<file path="src/rtl/counter_timer_ctrl.sv">
// counter_timer_ctrl: timer controller for an external 32-bit up/down counter.
// The counter has no enable, so the timer is frozen by holding its load
// input asserted whenever the timer is stopped.
// Optional feature macro: TIMER_CAPTURE_EN (cap_in port, CAPTURE register at
// addr 4, STATUS bit2 'cap').
//
// state     | meaning
// ----------+-----------------------------------------------------------
// ST_IDLE   | counter held in load, tracking PERIOD; waits for en
// ST_RUN    | counter free-running in direction dir; watches for carry
// ST_RELOAD | one load cycle to restart a periodic timer from PERIOD
module counter_timer_ctrl (
  input  logic        clk,
  input  logic        rst_n,
  input  logic        we,
  input  logic [2:0]  addr,
  input  logic [31:0] wdata,
  output logic [31:0] rdata,
  output logic        irq,
  input  logic        irq_ack,
  output logic        cnt_load,
  output logic        cnt_s,
  output logic [31:0] cnt_pdata,
  input  logic [31:0] cnt_val,
  input  logic        cnt_rc
`ifdef TIMER_CAPTURE_EN
  ,
  input  logic        cap_in
`endif
);

  typedef enum logic [1:0] {
    ST_IDLE   = 2'd0,
    ST_RUN    = 2'd1,
    ST_RELOAD = 2'd2
  } state_t;

  state_t      state_q, state_d;
  logic        en_q, en_d;
  logic        dir_q, dir_d;
  logic        periodic_q, periodic_d;
  logic        irq_en_q, irq_en_d;
  logic [31:0] period_q, period_d;
  logic        tc_q, tc_d;
  logic        irq_q, irq_d;
  logic        load_prev_q;

  logic ctrl_wr, period_wr, status_wr;
  logic fresh_rc;
  logic expire;
  logic cap_bit;
  logic [31:0] capture_val;

  // Only the low CTRL/STATUS bits carry meaning.
  logic unused_wdata;
  assign unused_wdata = ^wdata[31:4];

  // Bus write decode and carry qualification. Rc is held by the counter
  // during load, so it is stale in the cycle right after any load cycle.
  always_comb begin
    ctrl_wr   = we && (addr == 3'd0);
    period_wr = we && (addr == 3'd1);
    status_wr = we && (addr == 3'd2);
    fresh_rc  = cnt_rc && !load_prev_q;
  end

  // Next-state logic; an abort (en cleared) takes priority over an expiry.
  always_comb begin
    state_d = state_q;
    expire  = 1'b0;
    case (state_q)
      ST_IDLE: begin
        if (en_q) state_d = ST_RUN;
      end
      ST_RUN: begin
        if (!en_q) begin
          state_d = ST_IDLE;
        end else if (fresh_rc) begin
          expire  = 1'b1;
          state_d = periodic_q ? ST_RELOAD : ST_IDLE;
        end
      end
      ST_RELOAD: begin
        state_d = en_q ? ST_RUN : ST_IDLE;
      end
      default: state_d = ST_IDLE;
    endcase
  end

  // Moore outputs to the counter.
  always_comb begin
    cnt_load  = (state_q != ST_RUN);
    cnt_s     = dir_q;
    cnt_pdata = period_q;
    irq       = irq_q;
  end

  // Register-file next values; a CTRL write beats the one-shot en clear,
  // and a tc set beats any clear in the same cycle.
  always_comb begin
    en_d       = en_q;
    dir_d      = dir_q;
    periodic_d = periodic_q;
    irq_en_d   = irq_en_q;
    period_d   = period_q;
    if (ctrl_wr) begin
      en_d       = wdata[0];
      dir_d      = wdata[1];
      periodic_d = wdata[2];
      irq_en_d   = wdata[3];
    end else if (expire && !periodic_q) begin
      en_d = 1'b0;
    end
    if (period_wr) period_d = wdata;
    tc_d  = expire || (tc_q && !(irq_ack || (status_wr && wdata[0])));
    irq_d = tc_d && irq_en_q;
  end

  // Controller state and register file.
  always_ff @(posedge clk) begin
    if (!rst_n) begin
      state_q     <= ST_IDLE;
      en_q        <= 1'b0;
      dir_q       <= 1'b0;
      periodic_q  <= 1'b0;
      irq_en_q    <= 1'b0;
      period_q    <= 32'd0;
      tc_q        <= 1'b0;
      irq_q       <= 1'b0;
      load_prev_q <= 1'b1;
    end else begin
      state_q     <= state_d;
      en_q        <= en_d;
      dir_q       <= dir_d;
      periodic_q  <= periodic_d;
      irq_en_q    <= irq_en_d;
      period_q    <= period_d;
      tc_q        <= tc_d;
      irq_q       <= irq_d;
      load_prev_q <= cnt_load;
    end
  end

`ifdef TIMER_CAPTURE_EN
  logic        cap_prev_q;
  logic        cap_q, cap_d;
  logic [31:0] capture_q, capture_d;
  logic        cap_rise;

  // Capture edge detect against the previous sample; set beats clear.
  always_comb begin
    cap_rise  = cap_in && !cap_prev_q;
    cap_d     = cap_rise || (cap_q && !(status_wr && wdata[2]));
    capture_d = cap_rise ? cnt_val : capture_q;
  end

  // Capture registers.
  always_ff @(posedge clk) begin
    if (!rst_n) begin
      cap_prev_q <= 1'b0;
      cap_q      <= 1'b0;
      capture_q  <= 32'd0;
    end else begin
      cap_prev_q <= cap_in;
      cap_q      <= cap_d;
      capture_q  <= capture_d;
    end
  end

  assign cap_bit     = cap_q;
  assign capture_val = capture_q;
`else
  assign cap_bit     = 1'b0;
  assign capture_val = 32'd0;
`endif

  // Combinational read mux.
  always_comb begin
    rdata = 32'd0;
    case (addr)
      3'd0:    rdata = {28'd0, irq_en_q, periodic_q, dir_q, en_q};
      3'd1:    rdata = period_q;
      3'd2:    rdata = {29'd0, cap_bit, (state_q != ST_IDLE), tc_q};
      3'd3:    rdata = cnt_val;
      3'd4:    rdata = capture_val;
      default: rdata = 32'd0;
    endcase
  end

endmodule
</file>
<file path="config.mk">
export PLATFORM = sky130hd
export DESIGN_NAME = counter_timer_ctrl
export DESIGN_NICKNAME = d
export VERILOG_FILES = /design/src/rtl/counter_timer_ctrl.sv
export SDC_FILE = /design/constraint.sdc
export NUM_CORES = 1
export LEC_CHECK = 0
export CORE_ASPECT_RATIO = 1.25
export CORE_MARGIN = 1
export CORE_UTILIZATION = 36
export CTS_BUF_LIST = sky130_fd_sc_hd__clkbuf_8
export CTS_CLUSTER_DIAMETER = 100
export DETAILED_ROUTE_END_ITERATION = 10
export GPL_TIMING_DRIVEN = 0
export PLACE_DENSITY = 0.83
export SETUP_SLACK_MARGIN = 0.3
export SLEW_MARGIN = 20
export SYNTH_ARGS = -nofsm -noshare
export SYNTH_HDL_FRONTEND = slang
export SYNTH_SLANG_ARGS = --single-unit
</file>
<file path="constraint.sdc">
create_clock -name clk -period 1.78 [get_ports clk]
set_input_delay 0.356 -clock clk [delete_from_list [all_inputs] [get_ports clk]]
set_output_delay 0.356 -clock clk [all_outputs]
set_load 0.1 [all_outputs]
</file>
[Yosys cells after proc, flatten, opt, wreduce, memory -nomap -nowiden]
Cells that the tools add are included.
Storage, ports and cells
  flip-flop bits (word level): 41
  output and inout port bits: 67
  bits of input ports: 72
  logic and storage cells: 47
Cells by class
  multiplexer cells: 12
  reduce and logical (&&, ||, !) cells: 18
  equality and inequality tests: 8
Operators by type and width (number)
  32-bit one-hot mux with 4 select lines: 1
  1-bit logical AND: 8
  2-bit 2-to-1 mux: 4
  3-bit by 2-bit == test with 1-bit output (second input constant): 2
  1-bit 2-to-1 mux: 6
  2-bit one-hot mux with 3 select lines: 1
  2-bit nonzero test: 2
  3-bit by 1-bit == test with 1-bit output (second input constant): 1
  1-bit zero test: 3
  3-bit zero test: 1
  3-bit inequality test (second input constant): 1
  2-bit by 1-bit == test with 1-bit output (second input constant): 1
  2-bit == test (second input constant): 1
  2-bit zero test: 1
  1-bit logical OR: 2
  2-bit by 1-bit inequality test with 1-bit output (second input constant): 1
  2-bit inequality test (second input constant): 1
  2-bit AND reduction: 1

[Logic depth before layout (Yosys ltp)]
Gate-level depths: netlist of the first run.
  depth after elaboration: 8
  depth in mapped cells: 6
  gate-level depth less buffers: 3

[Least setup slack after synthesis of the first run]
Ideal clock, no wire load.
  path type: register to output
  from: reg period_q[2] (netlist: cnt_pdata[2])
  to: out rdata[2]
  required time: 1.424 ns
  stages on the path, launching flop included: 4
  slack: -1.143 ns
  path buffers: 0
  data arrival time: 2.567 ns
  cell sequence: dfxtp_1 > mux2i_1 > o21a_1 > nor2_1
On the way
  word-level cells in the longest chain between the ends: 1
RTL lines
  start, declared: RTL line 43  | logic [31:0] period_q, period_d;
  start signal, assigned: RTL line 137  | period_q <= period_d;
  32-bit one-hot mux with 4 select lines: RTL line 180  | case (addr)
  end, declared: RTL line 18  | output logic [31:0] rdata,
No other way between the ends.

[Worst setup path after layout of the first run]
  from: in addr[1]
  to: out rdata[10]
On the way
  word-level cells in the longest chain between the ends: 2
RTL lines
  start, declared: RTL line 16  | input logic [2:0] addr,
  3-bit by 2-bit == test with 1-bit output, or another cell as far along: RTL line 180
  32-bit one-hot mux with 4 select lines *: RTL line 180
Every way passes the cells marked *; elsewhere a longest branch is shown, timed or not.

==> impl_metrics.csv, run 1 <==
group,metric,value,unit
synth,synth_flop_cell,"dfxtp_1",
setup_path,worstSetupEndpointType,"output pin",
setup_path,cp_max_fo,5,
clock_network,clockBufferDepth,2,
die,die_x,68.3,um
drt,firstDrtPassIters,4,
global_routing,grt_pass1_wl,13000,um
synth,seq_area_frac_synth,41.5,%
run_status,violations,"negative setup slack",
drt,drtIter0Drc,180,
drt,wire_per_inst,18.6,um
clock_network,h-tree-depth,2,
placement,dp_hpwl,5370,um
die,coreArea,5190,um^2
die,fp.dieH,84.9,um
flow_run,drv_cap,0,
die,dieArea,5800,um^2
die,rows,29,
placement,portBuffers,136,
synth,ys_async_sr_fraction,0,%
timing,worst_slack,-0.0787,ns
clock_network,clock-sinks,41,
synth,syn_inst,233,
timing,max_freq,538,MHz
cells_and_area,multi_input_area,1320,um^2
timing,clock-skew-final,0.00317,ns
clock_network,clk_pin_slew_worst_paths,0.08,ns
timing,finalHoldViolations,0,
power_and_ir_drop,power,0.00238,W
cells_and_area,utilization,84.5,%
global_routing,grt_max_degree,13,
cells_and_area,seq_area,877,um^2
timing,worst_pin_slew,0.508,ns
power_and_ir_drop,ir_worst_vdd,0.529,mV
drt,routed_via_density,5.55,
global_routing,antenna_found_initial,0,
timing,rsz0062_at_grt,"yes",
hold_path,min_path_type,"flop to flop",
synth,ys_warn_count,0,
setup_path,cp.required,1.42,ns
global_routing,grt_overflow_total,0,
run_status,status,"finished with violations",
clock_network,cts_tree,"built",
synth,ys_ff_latch,41,
setup_path,start_kind,"input port",
timing,period_minus_slack,1.86,ns
synth,synth_fp_nets,305,
setup_path,crit_arrival,1.50,ns
cells_and_area,layout-drive-gt1-share,47.4,%
drt,via_count,2557,
synth,synth_cell_types,31,
die,initial_core_util,38.1,%
power_and_ir_drop,p_per_area,543,nW/um^2
cells_and_area,final_common_cell,"nand3_1",
synth,postSynthAreaPerCell,8.49,um^2
synth,synth_edf_count,0,
cells_and_area,fillers,271,
timing,slew_viol_final,0,
timing,relSlewSlack,66.4,%
cells_and_area,final_cell_mix,"nand3_1 (66), clkdlybuf4s50_1 (62), buf_12 (40), buf_2 (36), nand2_1 (34)",
die,io_pins,139,
placement,dp_slack,-1.71,ns
cells_and_area,area_growth,122,%
clock_network,cts-root-buf,"clkbuf_8",
global_routing,grt_pass1_vias,2598,
setup_path,critical_path_class,"input port to output pin",
power_and_ir_drop,power.leakage,2.07,nW
clock_network,clock_latency,0.29,ns
drt,ant_nets,0,
drt,route.detailed.drc,0,
placement,gp_congestion,0.794,
cells_and_area,antenna_cells,0,
global_routing,gr-usage-all-layers,29.9,%
timing,finalCritPeriodShare,104,%
synth,synthesis.area,1980,um^2
cells_and_area,nets,470,
timing,report.final.setup_viol,28,
clock_network,cts_buffers,5,
drt,drt-total-wl,8560,um
## state kept, by name (all words and copies together) (netlist names)
register,count
load_prev_q,1
irq_en_q,1
state_q,2
periodic_q,1
irq,1
en_q,1
cnt_pdata,32
cnt_s,1
tc_q,1
## final cells by class
type / instances / area share, %
plain buffers: 24 / 5.17
repair buffers: 158 / 41.0
multi-input cells: 167 / 30.1
clock inverters: 3 / 0.314
inverters: 1 / 0.0856
clock buffers: 5 / 1.57
well taps: 62 / 1.77
flip-flops and latches: 41 / 20.0
## Yosys cell counts, drive strengths merged, types with 2 or more instances
library cell | count | area (um^2)
mux2i | 6 | 60.1
a22o | 28 | 245
clkbuf | 5 | 18.8
nand2 | 34 | 128
o21a | 3 | 22.5
a21oi | 3 | 15.0
nor2 | 4 | 15.0
o21ai | 2 | 10.0
buf | 19 | 110
nand3 | 66 | 330
dfxtp | 41 | 821
nor4bb | 2 | 20.0
nor2b | 5 | 31.3
## power by group
part | total, W | leakage, nW | internal (W) | switching [W]
Clock | 0.000588 | 0.0491 | 0.000266 | 0.000322
Sequential | 0.000949 | 0.350 | 0.000931 | 0.0000183
Combinational | 0.000843 | 1.67 | 0.000370 | 0.000473
## worst paths after layout
kind | start | slack (ns) | endpoint | cells past startpoint
worst min register to register | state_q[0] | 0.45 | load_prev_q | 1
worst max-delay path | addr[1] | -0.08 | rdata[10] | 8
worst min-delay path | state_q[0] | 0.45 | load_prev_q | 1
worst max register to register | state_q[1] | 0.58 | en_q | 3
## timing repair
| action | CTS | global route |
|---|---|---|
| resized for setup | 516 | 13 |
| hold buffers | 0 | 0 |
| setup buffers | 16 | 2 |
| pin swaps | 12 | 3 |
| endpoints found under the setup margin | 101 | 40 |
| gates cloned | 3 | 1 |
## per-layer routing
metal	wire, um	track usage, %
met4	184	10.0
met5	0	0
met2	4880	55.8
met3	508	6.18
met1	2990	31.7
## stage by stage
step                setup TNS, ns  hold slack, ns  instance area, um^2  std cells
detailed placement         -56.61           0.451                 3720        431
floorplan                       0           0.410                 2280        233
global route                -1.86           0.462                 4380        461
finish                      -1.52           0.452                 4380        461
CTS                        -0.835           0.465                 4290        458
global placement           -56.31           0.437                 3720        431
## kinds of logic after synthesis
group	synth area share (%)
buf+inv	6.70
mux	4.17
simple gates	31.7
flops	41.5
compound gates	15.9
## critical path, cell delays in order
cell and delay (ns):
buf_8 0.10, buf_12 0.12, nor3b_4 0.22, buf_6 0.18, buf_6 0.11, buf_12 0.11, a22o_4 0.13, buf_12 0.16
(Power assumes the default switching activity.)
==> run 2, diff against run 1 <==
--- a/config.mk
+++ b/config.mk
@@ -7,12 +7,12 @@
 export LEC_CHECK = 0
 export CORE_ASPECT_RATIO = 1.25
 export CORE_MARGIN = 1
-export CORE_UTILIZATION = 36
+export CORE_UTILIZATION = 32
 export CTS_BUF_LIST = sky130_fd_sc_hd__clkbuf_8
 export CTS_CLUSTER_DIAMETER = 100
 export DETAILED_ROUTE_END_ITERATION = 10
 export GPL_TIMING_DRIVEN = 0
-export PLACE_DENSITY = 0.83
+export PLACE_DENSITY = 0.78
 export SETUP_SLACK_MARGIN = 0.3
 export SLEW_MARGIN = 20
 export SYNTH_ARGS = -nofsm -noshare
==> constraint.sdc (replaced) <==
create_clock -name clk -period 1.63 [get_ports clk]
set_input_delay 0.326 -clock clk [delete_from_list [all_inputs] [get_ports clk]]
set_output_delay 0.326 -clock clk [all_outputs]
set_load 0.1 [all_outputs]
==> run 2 against run 1 <==
Against the previous run: the flow still finishes with violations (negative setup slack); critical endpoint is now rdata[7]; die area rose by 12%; sequential share of layout area fell by 0.12 points; combinational power rose by 7.1%; final cell count rose by 3.7%; first-iteration DRC count fell by 47%; highest routed layer unchanged; setup slack got worse by 0.078 ns; power rose by 8.2%; cell area rose by 1.2%; register-to-register slack got worse by 0.02 ns; clock skew fell by 0.0026 ns.
==> impl_metrics.csv, run 2 (synthesis results as in run 1) <==
group,metric,value,unit
run_status,status,"finished with violations",
run_status,violations,"negative setup slack",
power_and_ir_drop,ir_worst_vdd,0.411,mV
clock_network,clock-sinks,41,
timing,relSlewSlack,68.5,%
setup_path,crit_start,"addr[0]",
global_routing,grt_max_degree,13,
timing,slew_viol_final,0,
setup_path,cp.required,1.30,ns
power_and_ir_drop,power.leakage,2.04,nW
drt,ant_nets,0,
timing,hold-worst-slack,0.463,ns
die,coreArea,5900,um^2
cells_and_area,nets,467,
clock_network,cts_hold_buffers,0,
cells_and_area,largest_reg_flops,32,
flow_run,drv_cap,0,
drt,drt-total-wl,7660,um
timing,clock-skew-final,0.000542,ns
clock_network,clk_pin_slew_worst_paths,0.07,ns
global_routing,grt_pass1_vias,2466,
clock_network,clock_latency,0.29,ns
cells_and_area,layout-drive-gt1-share,48.0,%
global_routing,gr-usage-all-layers,23.7,%
setup_path,cpMostUsedCell,"buf_12",
setup_path,cp_max_fo,9,
drt,via_count,2441,
hold_path,min_path_type,"flop to flop",
timing,finalHoldViolations,0,
drt,firstDrtPassIters,5,
power_and_ir_drop,pwr-share-seq,40.2,%
power_and_ir_drop,switching_share,33.8,%
placement,place_area,3740,um^2
setup_path,crit_arrival,1.46,ns
clock_network,cts-root-buf,"clkbuf_8",
placement,dp_slack,-1.81,ns
power_and_ir_drop,p_per_area,581,nW/um^2
cells_and_area,area_growth,124,%
timing,rsz0062_at_grt,"yes",
cells_and_area,stdcell_area,4440,um^2
clock_network,clockBufferDepth,2,
die,dieArea,6500,um^2
placement,dp_hpwl,5090,um
cells_and_area,final_cell_mix,"nand3_1 (66), clkdlybuf4s50_1 (63), buf_4 (48), buf_12 (42), nand2_1 (34)",
drt,route.detailed.drc,0,
setup_path,path_buf_inv,5,
die,die_x,72.3,um
die,initial_core_util,33.6,%
setup_path,reg2reg_from,"state_q[1]",
timing,worst_pin_slew,0.473,ns
die,fp.dieH,89.9,um
clock_network,cts_buffers,5,
drt,routed_via_density,5.11,
setup_path,slowest_stage,"a22o_4",
cells_and_area,antenna_cells,0,
power_and_ir_drop,p_clk_share,24.8,%
setup_path,crit_family,"buffers and inverters",
setup_path,start_kind,"input port",
hold_path,hold_path_startpoint,"cnt_pdata[21]",
die,rows,31,
global_routing,grt_overflow_total,0,
timing,report.final.setup_viol,30,
timing,period_minus_slack,1.79,ns
setup_path,critical_path_class,"input port to output pin",
global_routing,antenna_found_initial,0,
die,io_pins,139,
timing,finalCritPeriodShare,110,%
cells_and_area,final_common_cell,"nand3_1",
global_routing,grt_pass1_wl,12100,um
clock_network,cts_tree,"built",
placement,gp_congestion,0.694,
power_and_ir_drop,power_switching,0.000870,W
power_and_ir_drop,p_int,0.00171,W
placement,portBuffers,136,
setup_path,worstSetupEndpointType,"output pin",
drt,wire_per_inst,16.0,um
setup_path,crit_path_cell_trace,"buf_8 > buf_6 > and3b_2 > buf_12 > clkbuf_16 > a22o_4 > buf_12",
clock_network,h-tree-depth,2,
power_and_ir_drop,power_frac_comb,35.0,%
setup_path,crit_path_max_incr_delay,0.22,ns
timing,max_freq,560,MHz
drt,drtIter0Drc,96,
timing,worst_slack,-0.157,ns
run 2: changes by cell type in the layout (fill, tap and decap cells not counted), moves of 5 or more:
cell	previous run	this run
clkbuf_4	5	0
buf_6	11	6
buf_4	9	48
buf_2	36	3
run 2: cell type report:
class	count	area, um^2
Inverter	1	3.75
Timing Repair Buffer	155	1820
Multi-Input combinational cell	167	1310
Buffer	24	235
Clock inverter	3	13.8
Tap cell	82	103
Fill cell	429	1460
Clock buffer	5	68.8
Sequential cell	41	882
run 2: repair_timing:
item                                    CTS  global route
resized for setup                       558             3
buffers inserted                         14             4
gates cloned                              0             1
endpoints found under the setup margin  104            33
pin swaps                                11             4
run 2: worst paths after layout:
check	to	slack [ns]	cells after the start
worst max register to register	en_q	0.56	3
worst min register to register	cnt_pdata[21]	0.46	2
worst min-delay path	cnt_pdata[21]	0.46	2
worst max-delay path	rdata[7]	-0.16	7
run 2: power by group through the flow:
stage,Combinational [W],Sequential [W],Clock [W]
after CTS,0.000885,0.00103,0.000645
after global placement,0.000758,0.00106,0
final,0.000903,0.00104,0.000639
after floorplan,0.000353,0.00118,0
after global routing,0.000936,0.00104,0.000702
after detailed placement,0.000764,0.00106,0
run 2: stage by stage:
step,setup TNS [ns],cells,total power [W],utilization [%]
2_1_floorplan,-1.37,233,0.00153,-
3_3_place_gp,-66.44,451,0.00182,63.5
3_5_place_dp,-68.47,451,0.00182,63.5
4_1_cts,-3.18,473,0.00256,74.1
5_1_grt,-4.60,478,0.00268,75.3
6_report,-4.03,478,0.00258,75.3
run 2: worst min-delay path: stages (launching register included):
cell and delay (ns):
dfxtp_2 0.33, nand3_1 0.06, nand2_1 0.04
run 2: metal layers:
metal | GRT usage [%] | share of wire [%] | vias to the layer above
li1 | - | - | 1170
met2 | 43.2 | 56 | 101
met1 | 27.6 | 37 | 1159
met5 | 0 | 0 | -
met4 | 6.54 | 1.5 | 0
met3 | 4.15 | 5.5 | 11
